--- src/rtl/regfile_scoreboard_pkg.sv ---
// Shared definitions for the register file / load-use scoreboard and for the
// decode and writeback stages that talk to it.
//   DW       : data width of one architectural register
//   AW       : register index width
//   NREG     : number of architectural registers (2**AW)
//   REG_ZERO : index of the hardwired-zero register
package regfile_scoreboard_pkg;

   localparam int DW   = 32;
   localparam int AW   = 5;
   localparam int NREG = 1 << AW;

   typedef logic [AW-1:0] reg_idx_t;
   typedef logic [DW-1:0] word_t;

   localparam reg_idx_t REG_ZERO = '0;

endpackage

--- src/rtl/regfile_sb_track.sv ---
// Load-use scoreboard: one pending bit per architectural register, set when
// decode issues a load to that destination and cleared when its writeback
// arrives. Also produces the decode stall.
// Ports:
//   clk, rst               : clock, synchronous active-high reset
//   RegWrite, WriteReg     : writeback enable / index (clears pending)
//   issue_valid, issue_dest: load issue from decode (sets pending)
//   rd_reg1/2, rd_en1/2    : decode source indices and their use flags
//   stall                  : a used source is still pending
//   pending_mask           : current pending bits
module regfile_sb_track
   import regfile_scoreboard_pkg::*;
(
   input  logic            clk,
   input  logic            rst,
   input  logic            RegWrite,
   input  logic [AW-1:0]   WriteReg,
   input  logic            issue_valid,
   input  logic [AW-1:0]   issue_dest,
   input  logic [AW-1:0]   rd_reg1,
   input  logic [AW-1:0]   rd_reg2,
   input  logic            rd_en1,
   input  logic            rd_en2,
   output logic            stall,
   output logic [NREG-1:0] pending_mask
);

   logic [NREG-1:0] pending_reg;
   logic [NREG-1:0] pending_next;
   logic            hit1;
   logic            hit2;

   // A pending source being written back this very cycle does not stall:
   // the read port bypasses wb_data for it.
   assign hit1 = rd_en1 && (rd_reg1 != REG_ZERO) && pending_reg[rd_reg1]
                 && !(RegWrite && (WriteReg == rd_reg1));
   assign hit2 = rd_en2 && (rd_reg2 != REG_ZERO) && pending_reg[rd_reg2]
                 && !(RegWrite && (WriteReg == rd_reg2));
   assign stall = hit1 || hit2;

   // Register 0 never holds a value, so it can never be pending.
   assign pending_next[0] = 1'b0;

   genvar gi;
   generate
      for (gi = 1; gi < NREG; gi++) begin : g_bit
         logic set_bit;
         logic clr_bit;
         // A stalled instruction is not issued, so it must not set a bit.
         assign set_bit = issue_valid && !stall && (issue_dest == reg_idx_t'(gi));
         assign clr_bit = RegWrite && (WriteReg == reg_idx_t'(gi));
         // Set wins: the writeback belongs to an older instruction while the
         // newly issued load is still in flight.
         assign pending_next[gi] = set_bit ? 1'b1 :
                                   (clr_bit ? 1'b0 : pending_reg[gi]);
      end
   endgenerate

   always_ff @(posedge clk) begin
      if (rst) begin
         pending_reg <= '0;
      end else begin
         pending_reg <= pending_next;
      end
   end

   assign pending_mask = pending_reg;

endmodule

--- src/rtl/regfile_scoreboard.sv ---
// Architectural register file with load-use scoreboard.
// Two combinational read ports with same-cycle writeback bypass; register 0
// reads as zero and ignores writes.
// Ports:
//   clk, rst               : clock, synchronous active-high reset
//   RegWrite/WriteReg/wb_data : writeback stage write port
//   rd_reg1/2, rd_en1/2    : decode read indices and operand-used flags
//   rd_data1/2             : read data
//   issue_valid/issue_dest : decode issuing a load to issue_dest
//   stall                  : decode must hold
//   pending_mask           : scoreboard bits (debug)
module regfile_scoreboard
   import regfile_scoreboard_pkg::*;
(
   input  logic            clk,
   input  logic            rst,
   input  logic            RegWrite,
   input  logic [AW-1:0]   WriteReg,
   input  logic [DW-1:0]   wb_data,
   input  logic [AW-1:0]   rd_reg1,
   input  logic [AW-1:0]   rd_reg2,
   input  logic            rd_en1,
   input  logic            rd_en2,
   output logic [DW-1:0]   rd_data1,
   output logic [DW-1:0]   rd_data2,
   input  logic            issue_valid,
   input  logic [AW-1:0]   issue_dest,
   output logic            stall,
   output logic [NREG-1:0] pending_mask
);

   // Full reset of the contents is required, so this is a flop array
   // rather than a RAM.
   word_t regs_reg [NREG];

   always_ff @(posedge clk) begin
      if (rst) begin
         for (int i = 0; i < NREG; i++) begin
            regs_reg[i] <= '0;
         end
      end else if (RegWrite && (WriteReg != REG_ZERO)) begin
         regs_reg[WriteReg] <= wb_data;
      end
   end

   always_comb begin
      rd_data1 = regs_reg[rd_reg1];
      if (rd_reg1 == REG_ZERO) begin
         rd_data1 = '0;
      end else if (RegWrite && (WriteReg == rd_reg1)) begin
         rd_data1 = wb_data;
      end
   end

   always_comb begin
      rd_data2 = regs_reg[rd_reg2];
      if (rd_reg2 == REG_ZERO) begin
         rd_data2 = '0;
      end else if (RegWrite && (WriteReg == rd_reg2)) begin
         rd_data2 = wb_data;
      end
   end

   regfile_sb_track u_track (
      .clk          (clk),
      .rst          (rst),
      .RegWrite     (RegWrite),
      .WriteReg     (WriteReg),
      .issue_valid  (issue_valid),
      .issue_dest   (issue_dest),
      .rd_reg1      (rd_reg1),
      .rd_reg2      (rd_reg2),
      .rd_en1       (rd_en1),
      .rd_en2       (rd_en2),
      .stall        (stall),
      .pending_mask (pending_mask)
   );

endmodule

--- config.mk ---
export PLATFORM = sky130hd
export DESIGN_NAME = regfile_scoreboard
export DESIGN_NICKNAME = d
export VERILOG_FILES = /design/src/rtl/regfile_scoreboard_pkg.sv /design/src/rtl/regfile_sb_track.sv /design/src/rtl/regfile_scoreboard.sv
export SDC_FILE = /design/constraint.sdc
export NUM_CORES = 2
export LEC_CHECK = 0
export ABC_AREA = 0
export CAP_MARGIN = 20
export CORE_UTILIZATION = 65
export CTS_CLUSTER_SIZE = 25
export DETAILED_ROUTE_END_ITERATION = 10
export PLACE_DENSITY = 0.79
export REMOVE_ABC_BUFFERS = 1
export SLEW_MARGIN = 20
export SYNTH_ARGS = -nofsm -noshare
export SYNTH_HDL_FRONTEND = slang
export SYNTH_SLANG_ARGS = --single-unit
--- constraint.sdc ---
create_clock -name clk -period 4.67 [get_ports clk]
set_input_delay 0.7005 -clock clk [delete_from_list [all_inputs] [get_ports clk]]
set_output_delay 0.7005 -clock clk [all_outputs]
set_load 0.005 [all_outputs]
==> qor.log <==
qor: floorplan.dieWidth 299.8 um
qor: floorplan.design.portCount 155
qor: yosys.synth.top_cells.by_count sky130_fd_sc_hd__edfxtp_1 (1024), sky130_fd_sc_hd__and2_1 (995), sky130_fd_sc_hd__mux4_2 (495)
qor: setup_path.cp_top_family compound AO/OA/AOI/OAI gates
qor: yosys.yosysUniqueCellTypes 52
qor: run_status.status complete, but fails checks
qor: yosys.synthDominantCellAreaShare 0.5334
qor: clock_tree.root_buf_cell sky130_fd_sc_hd__clkbuf_16
qor: run_status.failed_checks design-rule violations
qor: drt.drt-wirelength-per-cell 36.08 um
qor: clock_tree.clkSinkCount 1055
qor: run.cap_viol_max_count 0
qor: placement.detailedPlacementHpwl 114800 um
qor: global_routing.grt.met1_usage 0.5473
qor: drt.detail-route-antenna-nets 0
qor: finish.count_of_filler_cells_inserted_in_the_layout 5284
qor: drt.detail_route.vias_per_cell 7.451
qor: yosys.post-synth-top-area-cell sky130_fd_sc_hd__edfxtp_1
qor: sta.slew_headroom 0.2775
qor: global_routing.grt_usage 0.4323
qor: yosys.synthesis.instances 3986
qor: power.p_int 17.39 mW
qor: yosys.synthMostInstantiatedCell sky130_fd_sc_hd__edfxtp_1
qor: power.combPwrFrac 0.134
qor: clock_tree.cts_clk_pin_slew_worst_paths 0.05 ns
qor: setup_path.critPathCaptureType output pin
qor: floorplan.fp.coreArea 87290 um2
qor: drt.num_vias 39720
qor: floorplan.die_height 299.8 um
qor: power.sw_frac_of_total 0.2475
qor: power.power.density_cell_area 353.6 nW/um2
qor: clock_tree.ctsResizeCount 0
qor: finish.area_delta_synth_final 13.37%
qor: sta.timing.final.ws_setup 0.2411 ns
qor: sta.timing_max_transition_violations_final 0
qor: sta.final.setup_skew 0.01052 ns
qor: clock_tree.cts.path.max_buffers 3
qor: setup_path.critPathLaunch rd_reg1[3]
qor: global_routing.grt_max_degree 87
qor: finish.post_route_cells_drive_above_1_share 0.2479
qor: sta.worst_pin_slew 1.084 ns
qor: placement.post_dp_cell_area 61770 um2
qor: sta.hold_slack 0.4978 ns
qor: sta.rsz0062_at_grt false
qor: power.clock_power_share 0.382
qor: setup_path.critPathMaxFanout 41
qor: yosys.async_flop_share 0
qor: placement.port_buffers 153
qor: setup_path.timing.critical_path.cells buf_2 -> or3b_4 -> o221ai_1 -> a21oi_1 -> a21boi_0 -> or3_1 -> a21oi_1 -> clkdlybuf4s50_1
qor: setup_path.cp_slowest_cell sky130_fd_sc_hd__or3b_4
qor: min_path.min-delay-path-class reg2reg
qor: yosys.synth_top_cells_by_area sky130_fd_sc_hd__edfxtp_1 (53%), sky130_fd_sc_hd__mux4_2 (19%), sky130_fd_sc_hd__and2_1 (11%)
qor: setup_path.timing.rr.start u_track.pending_mask[16]$_SDFFE_PP0P_
qor: finish.final_util 0.7486
qor: finish.finish.net_count 4132
qor: yosys.synth_edf_count 1024
qor: setup_path.slowest_delay 0.85 ns
qor: yosys.syn-mean-instance-area 14.46 um2
qor: power.power.ir.vdd_worst 0.0003190 V
qor: setup_path.crit_path_start_kind input pin
qor: global_routing.first_global_vias 39450
qor: clock_tree.worstSkewPairLatency 0.69 ns
qor: floorplan.rows 108
qor: yosys.synth_area 57640 um2
qor: placement.gp_routability_congestion 0.9396
qor: clock_tree.cts_tree built
qor: floorplan.fp.dieArea 89880 um2
qor: drt.drt_first_iter_violations 6779
qor: finish.post-route-cell-area 65350 um2
qor: global_routing.antenna_found_initial 12
qor: global_routing.grt_remaining_overflow 0
qor: drt.route.final.wire_length 192300 um
qor: min_path.worstHoldStart u_track.pending_mask[29]$_SDFFE_PP0P_
qor: finish.largest_register_ffs 1024
qor: global_routing.grt_most_used_layer met2
qor: yosys.synth_seq_cells 1055
qor: setup_path.path_class in2out
qor: clock_tree.postCtsSetupRepairBufs 0
qor: sta.setup_failing_eps_final 0
qor: power.switchingPower 5.719 mW
qor: sta.fmaxAchievable 0.2258 GHz
qor: power.p_seq_frac 0.484
qor: global_routing.met3_usage 0.1228
qor: yosys.synth_seq_area_share 0.5442
qor: yosys.synth_top_flop_cell sky130_fd_sc_hd__edfxtp_1
qor: setup_path.critPathArrivalTime 3.73 ns
qor: power.power_leakage 22.92 nW
qor: setup_path.cp.required 3.97 ns
qor: drt.drt_pass1_iterations 9
qor: global_routing.grt_pass1_wl 273400 um
qor: sta.fin_crit 4.429 ns
qor: clock_tree.htree_num_levels 3
qor: clock_tree.ctsHoldBuffers 0
qor: setup_path.cpMostUsedCell sky130_fd_sc_hd__a21oi_1
qor: clock_tree.tritoncts.num_buffers 109
qor: floorplan.effective_utilization_at_floorplan 0.6603
qor: placement.dp_slack 0.3922 ns
qor: drt.post_route_drc_violation_count 3
qor: global_routing.grt.met2_usage 0.6587
qor: setup_path.timing.critical_path.buf_inv 2
qor: sta.final_min_period_over_clock_period 0.9484
qor: yosys.ys.warnings.count 0
qor: sta.final-hold-violation-count 0
## path summary, 6_finish.rpt
path,end,slack [ns],depth (start not counted)
min reg2reg,u_track.pending_mask[29]$_SDFFE_PP0P_,0.50,2
max,rd_data1[5],0.24,8
min,u_track.pending_mask[29]$_SDFFE_PP0P_,0.50,2
max reg2reg,u_track.pending_mask[30]$_SDFFE_PP0P_,2.27,7
## power by group through the flow
stage                     logic (mW)  registers (mW)  clock network, mW
final                           3.10            11.2               8.82
after global routing            3.19            11.2               9.13
after CTS                       3.04            11.2               8.78
after detailed placement        3.02            11.3                  0
after global placement          2.99            11.3                  0
after floorplan                 1.49            11.2                  0
## stage by stage
| stage | cells | power, mW | setup TNS (ns) |
|---|---|---|---|
| after floorplan | 3595 | 12.74 | -0.1414 |
| after global placement | 5118 | 14.29 | 0 |
| after detailed placement | 5118 | 14.36 | 0 |
| after CTS | 5322 | 22.98 | 0 |
| after global routing | 5324 | 23.54 | 0 |
| final | 5331 | 23.11 | 0 |
## layout by cell type (no fill, tap or decap), types with 14 or more instances in the layout
cell                              count
sky130_fd_sc_hd__buf_4              148
sky130_fd_sc_hd__and2_1             995
sky130_fd_sc_hd__o21bai_4            15
sky130_fd_sc_hd__o21ai_0             71
sky130_fd_sc_hd__mux4_2             495
sky130_fd_sc_hd__nor2_4              31
sky130_fd_sc_hd__o22ai_1             43
sky130_fd_sc_hd__clkdlybuf4s50_1    142
sky130_fd_sc_hd__mux2_2              79
sky130_fd_sc_hd__buf_12              70
sky130_fd_sc_hd__inv_1               18
sky130_fd_sc_hd__or3_1               29
sky130_fd_sc_hd__a211o_1             24
sky130_fd_sc_hd__clkbuf_1            29
sky130_fd_sc_hd__clkinv_2            20
sky130_fd_sc_hd__edfxtp_1          1024
sky130_fd_sc_hd__conb_1              33
sky130_fd_sc_hd__nor2b_1             32
sky130_fd_sc_hd__nand2_1            140
sky130_fd_sc_hd__a221oi_1            31
sky130_fd_sc_hd__nor2_1              46
sky130_fd_sc_hd__o221ai_1            26
sky130_fd_sc_hd__or2_2               16
sky130_fd_sc_hd__a21oi_1             84
sky130_fd_sc_hd__nand3_1             20
sky130_fd_sc_hd__mux2i_1            192
sky130_fd_sc_hd__clkinv_1            18
sky130_fd_sc_hd__dfxtp_1             31
sky130_fd_sc_hd__clkbuf_16          113
sky130_fd_sc_hd__nor3_1              14
sky130_fd_sc_hd__a21boi_0            31
## logic make-up after synthesis
group / count (synthesis) / synth area share
AND/OR/NAND/NOR: 1360 / 0.1375
flip-flops: 1055 / 0.5442
multiplexers: 766 / 0.2422
buffers and inverters: 443 / 0.03458
AO/OA/AOI/OAI: 351 / 0.03992
XOR/XNOR: 10 / 0.001519
other: 1 / 0.00006505
## worst min-delay path: stages, from the launching register on
cell	delay, ns
sky130_fd_sc_hd__dfxtp_1	0.33
sky130_fd_sc_hd__inv_1	0.05
sky130_fd_sc_hd__o22ai_1	0.07
## metal layers
metal  part of all wire  wire length [um]  up-vias
li1                   -                 -    15340
met1               0.32             61230    19660
met2               0.46             88160     3818
met3               0.15             28450      889
met4              0.075             14430       12
met5            0.00035                67        -
## final cells by class
| type | instances | area [um2] | share of cell area |
|---|---|---|---|
| antenna | 9 | 22.52 | 0.0003446 |
| clock buffer | 148 | 3002 | 0.04593 |
| clock inverter | 56 | 554.3 | 0.008482 |
| inverter | 20 | 77.57 | 0.001187 |
| multi-input combinational | 2520 | 24850 | 0.3803 |
| sequential | 1055 | 31370 | 0.4800 |
| tap | 1155 | 1445 | 0.02211 |
| timing repair buffer | 368 | 4026 | 0.06161 |
Power figures use the tool's default switching activity.
